==> src/rtl/replica_pkg.sv <==
// replica_pkg: shared replica command types, sequencer states and the xorshift32 step
package replica_pkg;
  typedef enum logic [1:0] {NOP, PREV, FOLW, SELF} exchange_command_t;
  typedef enum logic [1:0] {OR0, OR1, THR} opt_command_t;
  typedef enum logic [2:0] {IDLE, DECIDE, COPY, NEXT, DONE} seq_state_t;
  function automatic logic [31:0] xorshift32_step(input logic [31:0] x);
    logic [31:0] y;
    y = x ^ (x << 13);
    y = y ^ (y >> 17);
    return y ^ (y << 5);
  endfunction
  function automatic logic [31:0] seed_fix(input logic [31:0] s);
    return (s == 32'd0) ? 32'h1 : s;
  endfunction
endpackage

==> src/rtl/xorshift32.sv <==
// xorshift32: seedable 32-bit xorshift generator, advanced one step per step pulse
module xorshift32
  import replica_pkg::*;
(
  input  logic        clk,
  input  logic        reset,
  input  logic        load,
  input  logic [31:0] seed,
  input  logic        step,
  output logic [31:0] out
);
  always_ff @(posedge clk or negedge reset)
    if (!reset) out <= 32'h1;
    else if (load) out <= seed_fix(seed);
    else if (step) out <= xorshift32_step(out);
endmodule

==> src/rtl/exchange_sequencer.sv <==
// exchange_sequencer: sequences replica exchange rounds (decide, copy city words, advance RNG)
module exchange_sequencer
  import replica_pkg::*;
#(
  parameter int city_num    = 30,
  parameter int replica_num = 32
) (
  input  logic                        clk,
  input  logic                        reset,
  input  logic                        start,
  input  logic                        stop,
  input  logic [15:0]                 rounds,
  input  logic [31:0]                 seed,
  output opt_command_t                opt_command,
  output exchange_command_t           exch_command,
  output logic [31:0]                 r_exchange,
  output logic                        word_valid,
  output logic [$clog2(city_num)-1:0] word_addr,
  output logic                        busy,
  output logic                        done
);
  localparam int AW = $clog2(city_num);
  if (city_num < 2 || replica_num < 1) begin : g_param_check
    $error("exchange_sequencer: city_num must be >= 2 and replica_num >= 1");
  end
  seq_state_t  r_state, w_next;
  logic [15:0] r_round_cnt, r_rounds;
  logic        r_parity, r_stop;
  logic [AW-1:0] r_addr;
  logic [31:0] w_rng;
  logic        w_accept, w_last_word, w_final, w_active;
  assign w_accept    = start && (r_state == IDLE);
  assign w_last_word = (r_addr == AW'(city_num - 1));
  assign w_final     = (r_round_cnt + 16'd1 == r_rounds) || r_stop;
  xorshift32 u_rng (
    .clk  (clk),
    .reset(reset),
    .load (w_accept),
    .seed (seed),
    .step (r_state == NEXT),
    .out  (w_rng)
  );
  always_ff @(posedge clk or negedge reset)
    if (!reset) r_state <= IDLE;
    else r_state <= w_next;
  always_comb begin
    w_next = r_state;
    case (r_state)
      IDLE:    if (start) w_next = (rounds == 16'd0) ? DONE : DECIDE;
      DECIDE:  w_next = COPY;
      COPY:    if (w_last_word) w_next = NEXT;
      NEXT:    w_next = w_final ? DONE : DECIDE;
      default: w_next = IDLE;
    endcase
  end
  always_comb begin
    w_active     = (r_state == DECIDE) || (r_state == COPY);
    busy         = (r_state != IDLE);
    done         = (r_state == DONE);
    word_valid   = (r_state == COPY);
    word_addr    = word_valid ? r_addr : '0;
    opt_command  = w_active ? (r_parity ? OR1 : OR0) : THR;
    exch_command = w_active ? SELF : NOP;
  end
  // r_exchange is loaded with the value the RNG holds on entry to each DECIDE
  always_ff @(posedge clk or negedge reset)
    if (!reset) begin
      r_round_cnt <= '0;
      r_rounds    <= '0;
      r_parity    <= 1'b0;
      r_stop      <= 1'b0;
      r_addr      <= '0;
      r_exchange  <= '0;
    end else begin
      if (w_accept) begin
        r_rounds    <= rounds;
        r_round_cnt <= '0;
        r_parity    <= 1'b0;
        r_exchange  <= seed_fix(seed);
      end
      if (r_state == NEXT) begin
        r_round_cnt <= r_round_cnt + 16'd1;
        r_parity    <= ~r_parity;
        r_exchange  <= xorshift32_step(w_rng);
      end
      r_addr <= (r_state == COPY && !w_last_word) ? r_addr + 1'b1 : '0;
      r_stop <= (r_state == IDLE || r_state == DONE) ? 1'b0 : (r_stop | stop);
    end
endmodule
==> config.mk <==
export PLATFORM = sky130hd
export DESIGN_NAME = exchange_sequencer
export DESIGN_NICKNAME = d
export VERILOG_FILES = /design/src/rtl/replica_pkg.sv /design/src/rtl/xorshift32.sv /design/src/rtl/exchange_sequencer.sv
export SDC_FILE = /design/constraint.sdc
export NUM_CORES = 1
export LEC_CHECK = 0
export ABC_CLOCK_PERIOD_IN_PS = 2400
export BUFFER_PORTS_ARGS = -buffer_cell sky130_fd_sc_hd__clkbuf_2
export CELL_PAD_IN_SITES_DETAIL_PLACEMENT = 0
export CELL_PAD_IN_SITES_GLOBAL_PLACEMENT = 1
export CORE_MARGIN = 4
export CORE_UTILIZATION = 40
export CTS_CLUSTER_SIZE = 8
export DETAILED_ROUTE_END_ITERATION = 6
export PLACE_DENSITY = 0.89
export SYNTH_ARGS = -nofsm -noshare
export SYNTH_HDL_FRONTEND = slang
export SYNTH_HIERARCHICAL = 1
export SYNTH_SLANG_ARGS = --single-unit
==> constraint.sdc <==
create_clock -name clk -period 2.4 [get_ports clk]
set_clock_uncertainty 0.1 [all_clocks]
set_input_delay 0.36 -clock clk [delete_from_list [all_inputs] [get_ports clk]]
set_output_delay 0.36 -clock clk [all_outputs]
set_load 0.03 [all_outputs]
======== Word level (Yosys, flattened, before mapping) ========
Cells that the tools add are included.
word-level totals
  input bits .............................. 52
  bits in registers ....................... 106
cells by class
  muxes and demuxes ....................... 20
  $add $sub $neg .......................... 2
  bitwise operators ....................... 5
  eq/ne operators ......................... 8
  reduce and logical (&&, ||, !) cells .... 12
operator list
  kind                                                  count
  2-to-1 mux 32 bit                                     5
  bitwise XOR 32 bit                                    2
  logical NOT 32 bit                                    1
  2-to-1 mux 16 bit                                     2
  bitwise XOR 32 x 15 -> 32 bit                         1
  adder 16 x 1 -> 16 bit (second input constant)        1
  equality test 16 bit                                  1
  logical NOT 16 bit                                    1
  2-to-1 mux 3 bit                                      4
  one-hot mux 3 bit (4 select lines)                    1
  2-to-1 mux 5 bit                                      2
  equality test 3 x 2 -> 1 bit (second input constant)  2
  adder 5 x 1 -> 5 bit (second input constant)          1
  equality test 5 bit (second input constant)           1
  2-to-1 mux 1 bit                                      4
  2-to-1 mux 2 bit                                      2
  equality test 3 x 1 -> 1 bit (second input constant)  1
  equality test 3 bit (second input constant)           1
  logical NOT 3 bit                                     1
  logical OR 1 bit                                      3
  nonzero test 3 bit                                    1
  logical AND 1 bit                                     2
  != test 2 x 1 -> 1 bit (second input constant)        1
  != test 2 bit (second input constant)                 1
  other kinds (5)                                       5

======== Depth between registers and ports, before layout ========
  depth after elaboration ................. 5
  mapped depth ............................ 11

======== Modules after synthesis ========
The synthesis kept the hierarchy.
modules (own cells, without submodules)
  module              area each (µm²)  sequential area each (µm²)  cells each  instances
  exchange_sequencer  4400.5           1851.8                      498         1
  xorshift32          2339.7           802.0                       235         1

======== Least setup slack after synthesis ========
OpenSTA, ideal clock, no wires.
  kind .................................... reg-to-reg
  from .................................... register r_state[0]
  to ...................................... register u_rng.out[15]
  period minus slack after synthesis ...... 2.500 ns
  required time ........................... 2.231 ns
  slack ................................... -0.100 ns
  arrival time ............................ 2.331 ns
  cell stages (with the launch flop) ...... 11
  setup time .............................. 0.069 ns
  path buffers ............................ 5
  cells stage by stage .................... dfrtp_1 > clkbuf_1 > nor3_1 > nand2_1 > inv_1 > buf_1 > buf_2 > buf_2 > clkbuf_1 > nand2_1 > nand3_1
between the ends
  word-level cells in the longest chain between the ends .. 3
  elaborated cells on any way between the ends .. 5
  those cells by class .................... 1 x eq/ne; 1 x mux; 3 x reduce/logical
RTL lines
  element                                                         RTL line                  source
  start, declared                                                 exchange_sequencer.sv:26  seq_state_t r_state, w_next;
  start signal, assigned                                          exchange_sequencer.sv:45  else r_state <= w_next;
  logical NOT 3 bit (*)                                           exchange_sequencer.sv:32  assign w_accept = start && (r_state == IDLE);
  logical AND 1 bit (*)                                           exchange_sequencer.sv:32
  net w_accept                                                    exchange_sequencer.sv:31  logic w_accept, w_last_word, w_final, w_active;
  2-to-1 mux 32 bit / nonzero test 2 bit (equally long branches)  --
  end signal, assigned                                            xorshift32.sv:14          else if (load) out <= seed_fix(seed);
  end signal, assigned                                            xorshift32.sv:15          else if (step) out <= xorshift32_step(out);
  end, declared                                                   xorshift32.sv:10          output logic [31:0] out
Mark *: on every way through the listed nets, which the timed path passes. The rest lies on a longest branch.
A chain may end at the register's enable or synchronous reset.

======== Worst setup path after layout ========
  from .................................... register r_round_cnt[1]
  to ...................................... register r_state[2]
between the ends
  word-level cells in the longest chain between the ends .. 5
RTL lines
  element                             RTL line                  source
  start, declared                     exchange_sequencer.sv:27  logic [15:0] r_round_cnt, r_rounds;
  start signal, assigned              exchange_sequencer.sv:82  r_round_cnt <= r_round_cnt + 16'd1;
  adder 16 x 1 -> 16 bit              exchange_sequencer.sv:34  assign w_final = (r_round_cnt + 16'd1 == r_rounds) || r_stop;
  equality test 16 bit                exchange_sequencer.sv:34
  logical OR 1 bit                    exchange_sequencer.sv:34
  2-to-1 mux 3 bit                    exchange_sequencer.sv:52  NEXT: w_next = w_final ? DONE : DECIDE;
  one-hot mux 3 bit (4 select lines)  exchange_sequencer.sv:48  case (r_state)
No other way between the ends.

==> run_results.csv <==
group,metric,value,unit
outcome,status,"complete, no violations",
global_routing,grt_max_degree,64,
cts,cts.htree.levels,3,
setup_path,r2r_end,"r_state[2]",
global_routing,antenna_found_initial,0,
synth,yosys-top-cells-area,"dfrtp_1 39%, xnor2_1 11%, nand2_1 6.3%",
global_routing,first_global_vias,5546,
synth,synth_area,0.00674,mm²
synth,ys_types,54,
power_and_ir_drop,ir_worst_vdd,0.688,mV
global_routing,grt_pass1_wl,30.5,mm
sta,hold_slack,0.116,ns
finish,nFillCells,1594,
cts,post_cts_buffers,0,
power_and_ir_drop,p_sw,6480,µW
cts,cts.path.max_buffers,2,
drt,drt-total-wl,19.4,mm
global_routing,met2_usage,0.346,
placed_design,gp_congestion,0.880,
drt,vias,5814,
placed_design,dp_hpwl,14.5,mm
global_routing,busiest_layer,"met2",
synth,syn-num-nets,788,
cts,clkLatencyLatePin,0.36,ns
synth,ys_seq_area_frac,0.394,
power_and_ir_drop,clkPwrFrac,0.111,
setup_path,critPathMaxFanout,8,
sta,fmax,443,MHz
setup_path,path_class,"reg -> reg",
sta,slew_viol_final,0,
synth,yosys.area.top_type_share,0.390,
cts,cts-root-buf,"clkbuf_16",
drt,drtPass1Iterations,5,
cts,cts_buffers,9,
die,io_pins,96,
die,core,0.0165,mm²
sta,layout_setup_ws,0.145,ns
sta,fin_crit_sh,0.940,
synth,async_reset_ff_frac,1.00,
finish,design_area,0.00793,mm²
finish,diodes,0,
drt,ant_nets,0,
drt,viasPerCell,5.50,
setup_path,endpoint_kind,"register",
synth,synthCells,733,
cts,cts.sinks,106,
power_and_ir_drop,switching_share,0.464,
power_and_ir_drop,cellPowerDensity,1760,mW/mm²
die,die-area,0.0190,mm²
placed_design,portBuffers,95,
die,num_rows,47,
sta,tns,0,ns
power_and_ir_drop,p_int,7490,µW
placed_design,post-place-ws,0.0672,ns
worst_hold_path,holdPathStages,2,
worst_hold_path,hp-class,"in -> reg",
setup_path,cp.required,2.59,ns
sta,hold_viol_final,0,
setup_path,reg2reg_from,"r_round_cnt[1]",
worst_hold_path,worstHoldStart,"stop",
finish,drive_gt1_frac,0.194,
setup_path,r2r_slack,0.15,ns
finish,area_growth,17.6,%
setup_path,critPathArrivalTime,2.44,ns
synth,synthTopCellsByCount,"114 x nand2_1, 105 x dfrtp_1, 88 x xnor2_1",
sta,worstMarginPinSlew,0.953,ns
global_routing,grt.overflow.total,0,
sta,slew_headroom,0.364,
global_routing,grtUsageMet3,0.0387,
cts,cts_tree,"yes",
power_and_ir_drop,power,14000,µW
synth,synth-main-ff-cell,"dfrtp_1",
placed_design,placed_area,0.00758,mm²
setup_path,worst_setup_path_start_kind,"register",
die,die_y,138,µm
run,cap_viol_max_count,0,
sta,setup_viol,0,
setup_path,r2r_cells,7,
power_and_ir_drop,power_leakage,0.00355,µW
sta,min_period,2.25,ns
worst_hold_path,hold_path_end,"r_stop",
synth,synth_edf_count,0,
drt,drc_errors,0,
synth,syn_avg_cell_area,9.20,µm²
die,initial_utilization,0.408,
cts,clk_pin_slew,0.07,ns
power_and_ir_drop,seqPwrFrac,0.261,
synth,synth_most_common_cell,"nand2_1",
synth,synth_top_cell_by_area,"dfrtp_1",
synth,synth_seq_cells,106,
die,fp.dieW,138,µm
power_and_ir_drop,p_comb_frac,0.628,
drt,drt-initial-drc-count,502,
finish,final_nets,887,
sta,rsz0062_at_grt,"no",
global_routing,grt_usage,0.211,
global_routing,grtUsageMet1,0.289,
synth,ys_warn_count,6,
drt,post_drt_wl_per_cell,18.4,µm
==> power by group through the flow <==
stage / logic [µW] / clock network [µW] / registers [µW]
global placement: 8610 / 0 / 3630
floorplan: 6390 / 0 / 3890
CTS: 8790 / 1580 / 3630
global route: 9620 / 1660 / 3760
detailed placement: 8770 / 0 / 3650
finish: 8780 / 1540 / 3650
==> timing repair <==
item	in CTS	in global routing
hold endpoints to repair	43	0
hold buffers	1	0
resized for setup	0	5
endpoints found under the setup margin	0	2
==> how the worst max path moves through the flow <==
stage / startpoint / end / slack, ns / cells after the start
detailed placement: r_round_cnt[1] / r_state[2] / 0.07 / 7
global route: r_round_cnt[3] / r_state[2] / 0.03 / 8
global placement: r_round_cnt[1] / r_state[2] / 0.14 / 7
CTS: r_round_cnt[1] / r_state[2] / 0.04 / 7
finish: r_round_cnt[1] / r_state[2] / 0.15 / 7
floorplan: r_state[0] / u_rng/out[14] / 0.1 / 10
==> cells by family after synthesis <==
| kind of cell | Yosys count | synth area share |
|---|---|---|
| simple gates | 287 | 0.205 |
| buf+inv | 54 | 0.0377 |
| compound gates | 136 | 0.135 |
| xor+xnor | 144 | 0.217 |
| fa+ha+maj | 3 | 0.00557 |
| flops | 106 | 0.394 |
| mux | 3 | 0.00483 |
==> critical path, cell delays in order (launching register included) <==
cell       delay (ns)
dfrtp_1          0.44
ha_4             0.20
nand2_1          0.09
or4_4            0.52
xnor2_1          0.17
o2111ai_1        0.13
nor4_2           0.35
a21o_1           0.18
==> placed cells by master (no fill, tap or decap), types with 17 or more instances in the layout <==
cell type  instances
nand2_1          114
dfrtp_1          105
clkbuf_2          94
xnor2_1           88
nor2_1            61
o21ai_0           49
xor2_1            39
buf_4             29
a31oi_1           24
nor4_1            23
nand3_1           18
a221o_1           17
==> flip-flops by register name (all words and copies together), names as in the netlist <==
register and cells:
r_state 3, r_exchange 32, u_rng/out 32, r_addr 5, r_parity 1, r_stop 1, r_rounds 16, r_round_cnt 16
==> metal layers <==
metal / share of wire / wire length (µm)
met5: 0 / 0
met4: 0.020 / 386
met3: 0.054 / 1040
met2: 0.49 / 9430
met1: 0.44 / 8550
==> layout make-up <==
type | count | area (µm²) | area share
clock buffer | 10 | 239 | 0.0302
clock inverter | 6 | 63.8 | 0.00805
inverter | 14 | 52.6 | 0.00663
multi-input combinational | 573 | 3860 | 0.487
sequential | 106 | 2650 | 0.335
tap | 220 | 275 | 0.0347
timing repair buffer | 128 | 778 | 0.0982
==> stage by stage <==
| step | util | instances |
|---|---|---|
| finish | 0.480 | 1057 |
| floorplan | - | 733 |
| global placement | 0.459 | 1040 |
| detailed placement | 0.459 | 1040 |
| CTS | 0.478 | 1057 |
| global route | 0.480 | 1057 |
Power figures use the tool's default switching activity.
